<file path="config.mk">
export PLATFORM = sky130hd
export DESIGN_NAME = mult_wb_merge
export DESIGN_NICKNAME = d
export VERILOG_FILES = /design/src/rtl/mult_wb_merge.sv
export SDC_FILE = /design/constraint.sdc
export NUM_CORES = 1
export LEC_CHECK = 0
export CAP_MARGIN = 20
export CORE_ASPECT_RATIO = 1.75
export CORE_MARGIN = 2
export CORE_UTILIZATION = 30
export CTS_CLUSTER_SIZE = 12
export DETAILED_ROUTE_END_ITERATION = 12
export DONT_BUFFER_PORTS = 1
export PLACE_DENSITY = 0.45
export SLEW_MARGIN = 30
export SYNTH_ARGS = -nofsm -noshare
export SYNTH_HDL_FRONTEND = slang
export SYNTH_SLANG_ARGS = --single-unit
export TNS_END_PERCENT = 5
</file>
<file path="constraint.sdc">
create_clock -name clk -period 6.7 [get_ports clk]
set_input_delay 0.335 -clock clk [delete_from_list [all_inputs] [get_ports clk]]
set_output_delay 0.335 -clock clk [all_outputs]
set_load 0.005 [all_outputs]
</file>
<file path="src/rtl/mult_wb_merge.sv">
`default_nettype none
// ============================================================================
// Module   : mult_wb_merge
// Purpose  : Merges the multiplier result stream with main-pipeline writeback
//            onto the single register-file write port. The main pipeline has
//            priority. Displaced multiply results wait in a small FIFO.
//            A younger main write cancels queued multiply writes that target
//            the same register.
// Options  : MULT_WB_FLAGS_EN - store zero/overflow flags per entry and drive
//            them on rf_zero/rf_overflow with multiply writes.
// Revision : 1.0 - initial release
// ============================================================================
module mult_wb_merge #(
  parameter int DEPTH  = 4,
  parameter int ADDR_W = 5,
  parameter int DATA_W = 32,
  parameter int AFULL  = 2
) (
  input  logic              clk,
  input  logic              rst_n,
  input  logic              regwrite_wb_in,
  input  logic [ADDR_W-1:0] wreg_wb_in,
  input  logic [DATA_W-1:0] wb_data_in,
  input  logic              regwrite_mult_in,
  input  logic [ADDR_W-1:0] wreg_mult_in,
  input  logic [DATA_W-1:0] mult_result_in,
  input  logic              mult_zero_in,
  input  logic              mult_overflow_in,
  input  logic [ADDR_W-1:0] query_reg,
  output logic              rf_we,
  output logic [ADDR_W-1:0] rf_waddr,
  output logic [DATA_W-1:0] rf_wdata,
  output logic              rf_zero,
  output logic              rf_overflow,
  output logic              rf_from_mult,
  output logic              mult_afull,
  output logic              pending_hit,
  output logic              fifo_ovf
);

  localparam int PTR_W = (DEPTH > 1) ? $clog2(DEPTH) : 1;
  localparam int CNT_W = $clog2(DEPTH + 1);
  localparam logic [CNT_W-1:0] c_depth_cnt = CNT_W'(DEPTH);
  localparam logic [CNT_W-1:0] c_afull_cnt = CNT_W'(AFULL);

  // FIFO storage and bookkeeping
  logic [ADDR_W-1:0] r_addr [DEPTH];
  logic [DATA_W-1:0] r_data [DEPTH];
  logic [DEPTH-1:0]  r_valid;
  logic [PTR_W-1:0]  r_rptr;
  logic [PTR_W-1:0]  r_wptr;
  logic [CNT_W-1:0]  r_count;

`ifdef MULT_WB_FLAGS_EN
  logic [DEPTH-1:0]  r_zero_q;
  logic [DEPTH-1:0]  r_ovf_q;
`endif

  logic              w_main_req;
  logic              w_mult_req;
  logic              w_empty;
  logic              w_full;
  logic              w_pop;
  logic              w_push_try;
  logic              w_push;
  logic              w_push_valid;
  logic              w_drop;
  logic [CNT_W-1:0]  w_cnt_nxt;

  // Writes to register 0 are architecturally meaningless and treated as absent
  assign w_main_req   = regwrite_wb_in && (wreg_wb_in != '0);
  assign w_mult_req   = regwrite_mult_in && (wreg_mult_in != '0);
  assign w_empty      = (r_count == '0);
  assign w_full       = (r_count == c_depth_cnt);
  // The head drains only when the main pipeline leaves the port free
  assign w_pop        = !w_main_req && !w_empty;
  // A multiply result is queued whenever it cannot bypass straight to the port
  assign w_push_try   = w_mult_req && (w_main_req || !w_empty);
  assign w_push       = w_push_try && (!w_full || w_pop);
  assign w_drop       = w_push_try && w_full && !w_pop;
  // Same-cycle collision: the multiply is older, so the main write supersedes it
  assign w_push_valid = !(w_main_req && (wreg_mult_in == wreg_wb_in));

  // Next occupancy from this cycle's push/pop pair
  always_comb begin
    w_cnt_nxt = r_count;
    if (w_push && !w_pop) begin
      w_cnt_nxt = r_count + CNT_W'(1);
    end else if (!w_push && w_pop) begin
      w_cnt_nxt = r_count - CNT_W'(1);
    end
  end

  // Pointers, occupancy and per-entry valid bits (kill, pop, then push)
  always_ff @(posedge clk or negedge rst_n) begin
    if (!rst_n) begin
      r_valid <= '0;
      r_rptr  <= '0;
      r_wptr  <= '0;
      r_count <= '0;
    end else begin
      if (w_main_req) begin
        for (int i = 0; i < DEPTH; i++) begin
          if (r_addr[i] == wreg_wb_in) begin
            r_valid[i] <= 1'b0;
          end
        end
      end
      if (w_pop) begin
        r_valid[r_rptr] <= 1'b0;
        r_rptr          <= r_rptr + PTR_W'(1);
      end
      // Push last so a full-FIFO pop+push into the same slot keeps the new entry
      if (w_push) begin
        r_valid[r_wptr] <= w_push_valid;
        r_wptr          <= r_wptr + PTR_W'(1);
      end
      r_count <= w_cnt_nxt;
    end
  end

  // Entry payload; contents are qualified by r_valid so no reset is needed
  always_ff @(posedge clk) begin
    if (w_push) begin
      r_addr[r_wptr] <= wreg_mult_in;
      r_data[r_wptr] <= mult_result_in;
`ifdef MULT_WB_FLAGS_EN
      r_zero_q[r_wptr] <= mult_zero_in;
      r_ovf_q[r_wptr]  <= mult_overflow_in;
`endif
    end
  end

  // Register-file port arbitration: main, then FIFO head, then bypass
  always_ff @(posedge clk or negedge rst_n) begin
    if (!rst_n) begin
      rf_we        <= 1'b0;
      rf_waddr     <= '0;
      rf_wdata     <= '0;
      rf_from_mult <= 1'b0;
      mult_afull   <= 1'b0;
      fifo_ovf     <= 1'b0;
`ifdef MULT_WB_FLAGS_EN
      rf_zero      <= 1'b0;
      rf_overflow  <= 1'b0;
`endif
    end else begin
      rf_we        <= 1'b0;
      rf_from_mult <= 1'b0;
`ifdef MULT_WB_FLAGS_EN
      rf_zero      <= 1'b0;
      rf_overflow  <= 1'b0;
`endif
      if (w_main_req) begin
        rf_we    <= 1'b1;
        rf_waddr <= wreg_wb_in;
        rf_wdata <= wb_data_in;
      end else if (w_pop) begin
        // A killed head still consumes its slot but produces an idle cycle
        if (r_valid[r_rptr]) begin
          rf_we        <= 1'b1;
          rf_waddr     <= r_addr[r_rptr];
          rf_wdata     <= r_data[r_rptr];
          rf_from_mult <= 1'b1;
`ifdef MULT_WB_FLAGS_EN
          rf_zero      <= r_zero_q[r_rptr];
          rf_overflow  <= r_ovf_q[r_rptr];
`endif
        end
      end else if (w_mult_req) begin
        rf_we        <= 1'b1;
        rf_waddr     <= wreg_mult_in;
        rf_wdata     <= mult_result_in;
        rf_from_mult <= 1'b1;
`ifdef MULT_WB_FLAGS_EN
        rf_zero      <= mult_zero_in;
        rf_overflow  <= mult_overflow_in;
`endif
      end
      mult_afull <= (w_cnt_nxt >= c_afull_cnt);
      fifo_ovf   <= fifo_ovf | w_drop;
    end
  end

`ifndef MULT_WB_FLAGS_EN
  logic w_unused_flags;
  assign w_unused_flags = mult_zero_in ^ mult_overflow_in;
  assign rf_zero        = 1'b0;
  assign rf_overflow    = 1'b0;
`endif

  // Hazard lookup: queued entries that survive this cycle's kill
  always_comb begin
    pending_hit = 1'b0;
    for (int i = 0; i < DEPTH; i++) begin
      if (r_valid[i] && (r_addr[i] == query_reg) &&
          !(w_main_req && (r_addr[i] == wreg_wb_in))) begin
        pending_hit = 1'b1;
      end
    end
    if (query_reg == '0) begin
      pending_hit = 1'b0;
    end
  end

endmodule
`default_nettype wire

</file>
==> results.toml <==
[clock_tree]
clk_latency_ns = 0.45
cts_buffers = 17
clkSinkCount = 200
cts_resized = 0
clock-root-buffer = "clkbuf_16"
postCtsHoldBufs = 39
clkSlewWorstSetupHoldPaths_ns = 0.08
post_cts_buffers = 0
cts_tree = "yes"
clock_path_buffers = 2
htree_levels = 4

[synth]
yosys_warnings = 0
synthAdderAreaFrac = 0.0154
synth-compound-area-share = 0.0616
synth_edf_count = 148
muxShareOfSynthArea = 0.102
seq_area_frac_synth = 0.645
synth_area_per_cell_um2 = 13.7
synth.distinct_cells = 45
synthSimpleGateAreaFrac = 0.0995
synthArstFlopShare = 0.260
synthCells = 649
synth_area_um2 = 8910
ys_ff_latch = 200
synth_top_family_by_area = "multiplexers"
synth-xor-area-share = 0.0482
synth-main-ff-cell = "edfxtp_1"

[placement]
hpwl_um = 14100
dp_slack_ns = 3.81
place.gp.congestion = 0.832
io_buffers = 0

[finish]
antenna_cells = 0
num-nets-final = 768
layout_commonest_cell = "edfxtp_1"
layout_common_cells = "edfxtp_1 (148), nand2_1 (77), nand3_1 (53), dfrtp_1 (50)"
drive_gt1_frac = 0.145
area_delta_synth_final_pct = 15.1
fin_util = 0.350

[setup_path]
r2r-end = "r_valid[1]$_DFF_PN0_"
reg2reg_slack_ns = 3.84
ff2ff_path_depth = 7
worstSetupPathType = "reg -> reg"
critPathLaunchType = "flip-flop"
worstPathArrival_ns = 3.22
cp_max_fo = 20
worstPathRequired_ns = 7.06
r2r-start = "r_count[1]$_DFF_PN0_"
end_kind = "flip-flop"

[route]
vias = 5344
drc = 0
drt_first_pass_iters = 5
drt_iter0_markers = 388
via_per_inst = 5.01
routed_wl_um = 23200
ant_nets = 0
routedWlPerCell_um = 21.8

[hold_path]
hold_path_end = "rf_wdata[23]$_DFFE_PN0P_"
whs_path_depth = 2
hp-start = "wb_data_in[23]"
hp-class = "in -> reg"

[sta]
rsz0062_at_grt = "no"
fmax_mhz = 349
tightest_slew_ns = 0.867
setup_ws_ns = 3.84
fin_crit_ns = 2.86
fin_crit_sh = 0.427
setup_viol = 0
fin_setup_tns_ns = 0
slew_headroom = 0.422
maxSlewViolCount = 0
clock_skew_ns = 0.00916
finalHoldViolCount = 0

[global_routing]
grt_pass1_vias = 5877
grt_overflow = 0
antenna_found_initial = 0
grt_usage = 0.154
grt_pass1_wl_um = 35200
grt_max_degree = 87

[flow_run]
maxCapViolCount = 0

[die]
rows = 83
num_io_pins = 129
core-area_um2 = 29300
dieArea_um2 = 31200
die_y_um = 232
initial_core_util = 0.304
fp.dieW_um = 134

[outcome]
status = "finished clean"

[power]
power_leakage_uw = 0.00352
ir_worst_vdd_v = 0.000272
power_density_nw_per_um2 = 418
## worst max path at each step
| stage | startpoint | to | cells past startpoint |
|---|---|---|---|
| 2_1_floorplan | r_count[0]$_DFF_PN0_ | r_addr[0][0]$_DFFE_PP_ | 5 |
| 4_1_cts | r_count[1]$_DFF_PN0_ | r_data[1][1]$_DFFE_PP_ | 6 |
| 5_1_grt | r_count[1]$_DFF_PN0_ | r_valid[1]$_DFF_PN0_ | 7 |
| 6_report | r_count[1]$_DFF_PN0_ | r_valid[1]$_DFF_PN0_ | 7 |
| 3_5_place_dp | r_count[1]$_DFF_PN0_ | r_data[1][27]$_DFFE_PP_ | 6 |
| 3_3_place_gp | r_count[0]$_DFF_PN0_ | r_data[2][6]$_DFFE_PP_ | 6 |
## per-layer routing
metal / GRT usage / wire (µm)
met3: 0.0428 / 1080
met4: 0.0576 / 573
met1: 0.171 / 9050
met2: 0.277 / 12500
met5: 0 / 0
## cell families (layout without fill, tap and decap cells)
kind of cell    Yosys count  after routing
other cells               1              2
buf+inv                  55             90
compound gates           93             93
simple gates            197            197
mux                      43             43
flops                   200            200
fa+ha+maj                11             11
xor+xnor                 49             49
## registers in the layout, summed over array words and instances (netlist names)
register	count
r_rptr	2
mult_afull	1
fifo_ovf	1
r_valid	4
rf_waddr	5
r_wptr	2
rf_we	1
rf_wdata	32
r_addr	20
r_count	3
rf_from_mult	1
r_data	128
## synthesized netlist by cell type, types with 3 or more instances
master	n	area share
edfxtp_1	148	0.50
nand2_1	77	0.032
nand3_1	53	0.030
dfrtp_1	52	0.15
a21oi_1	39	0.022
nor2_1	39	0.016
mux4_2	38	0.096
o21ai_0	36	0.020
buf_2	25	0.014
xor2_1	25	0.025
xnor2_1	24	0.024
clkbuf_1	19	0.0080
ha_1	11	0.015
inv_1	7	0.0029
nor3_1	6	0.0034
nand4_1	5	0.0035
and2_1	4	0.0028
buf_4	4	0.0034
mux2i_1	4	0.0045
nor4_1	4	0.0028
a31oi_1	3	0.0021
a32oi_1	3	0.0029
## final cells by class
class,count,area (µm²)
Inverter,7,26.3
Sequential cell,200,5750
Fill cell,2882,19000
Tap cell,382,478
Multi-Input combinational cell,395,2940
Clock inverter,15,143
Clock buffer,17,425
Timing Repair Buffer,51,502
## power by group
| group | leakage (µW) | switching (µW) | internal, µW |
|---|---|---|---|
| Combinational | 0.00131 | 843 | 578 |
| Sequential | 0.00194 | 179 | 1690 |
| Clock | 0.000274 | 485 | 520 |
## stage by stage
stage               area [µm²]  total power, µW  hold WS [ns]  instances
floorplan                 8920             2900        0.0394        650
global placement          9280             3270        0.0410        996
detailed placement        9280             3320        0.0406        996
CTS                      10300             4370        0.0834       1067
global route             10300             4570         0.107       1067
finish                   10300             4290         0.117       1067
## worst max-delay path, stage by stage, from the launching register on
cell	delay, ns
dfrtp_1	0.39
inv_1	0.10
ha_1	0.29
nor2b_4	0.17
a211oi_2	0.43
and2_2	0.65
buf_4	0.46
mux2i_1	0.26
No activity file was read; power rests on OpenSTA's default activity.
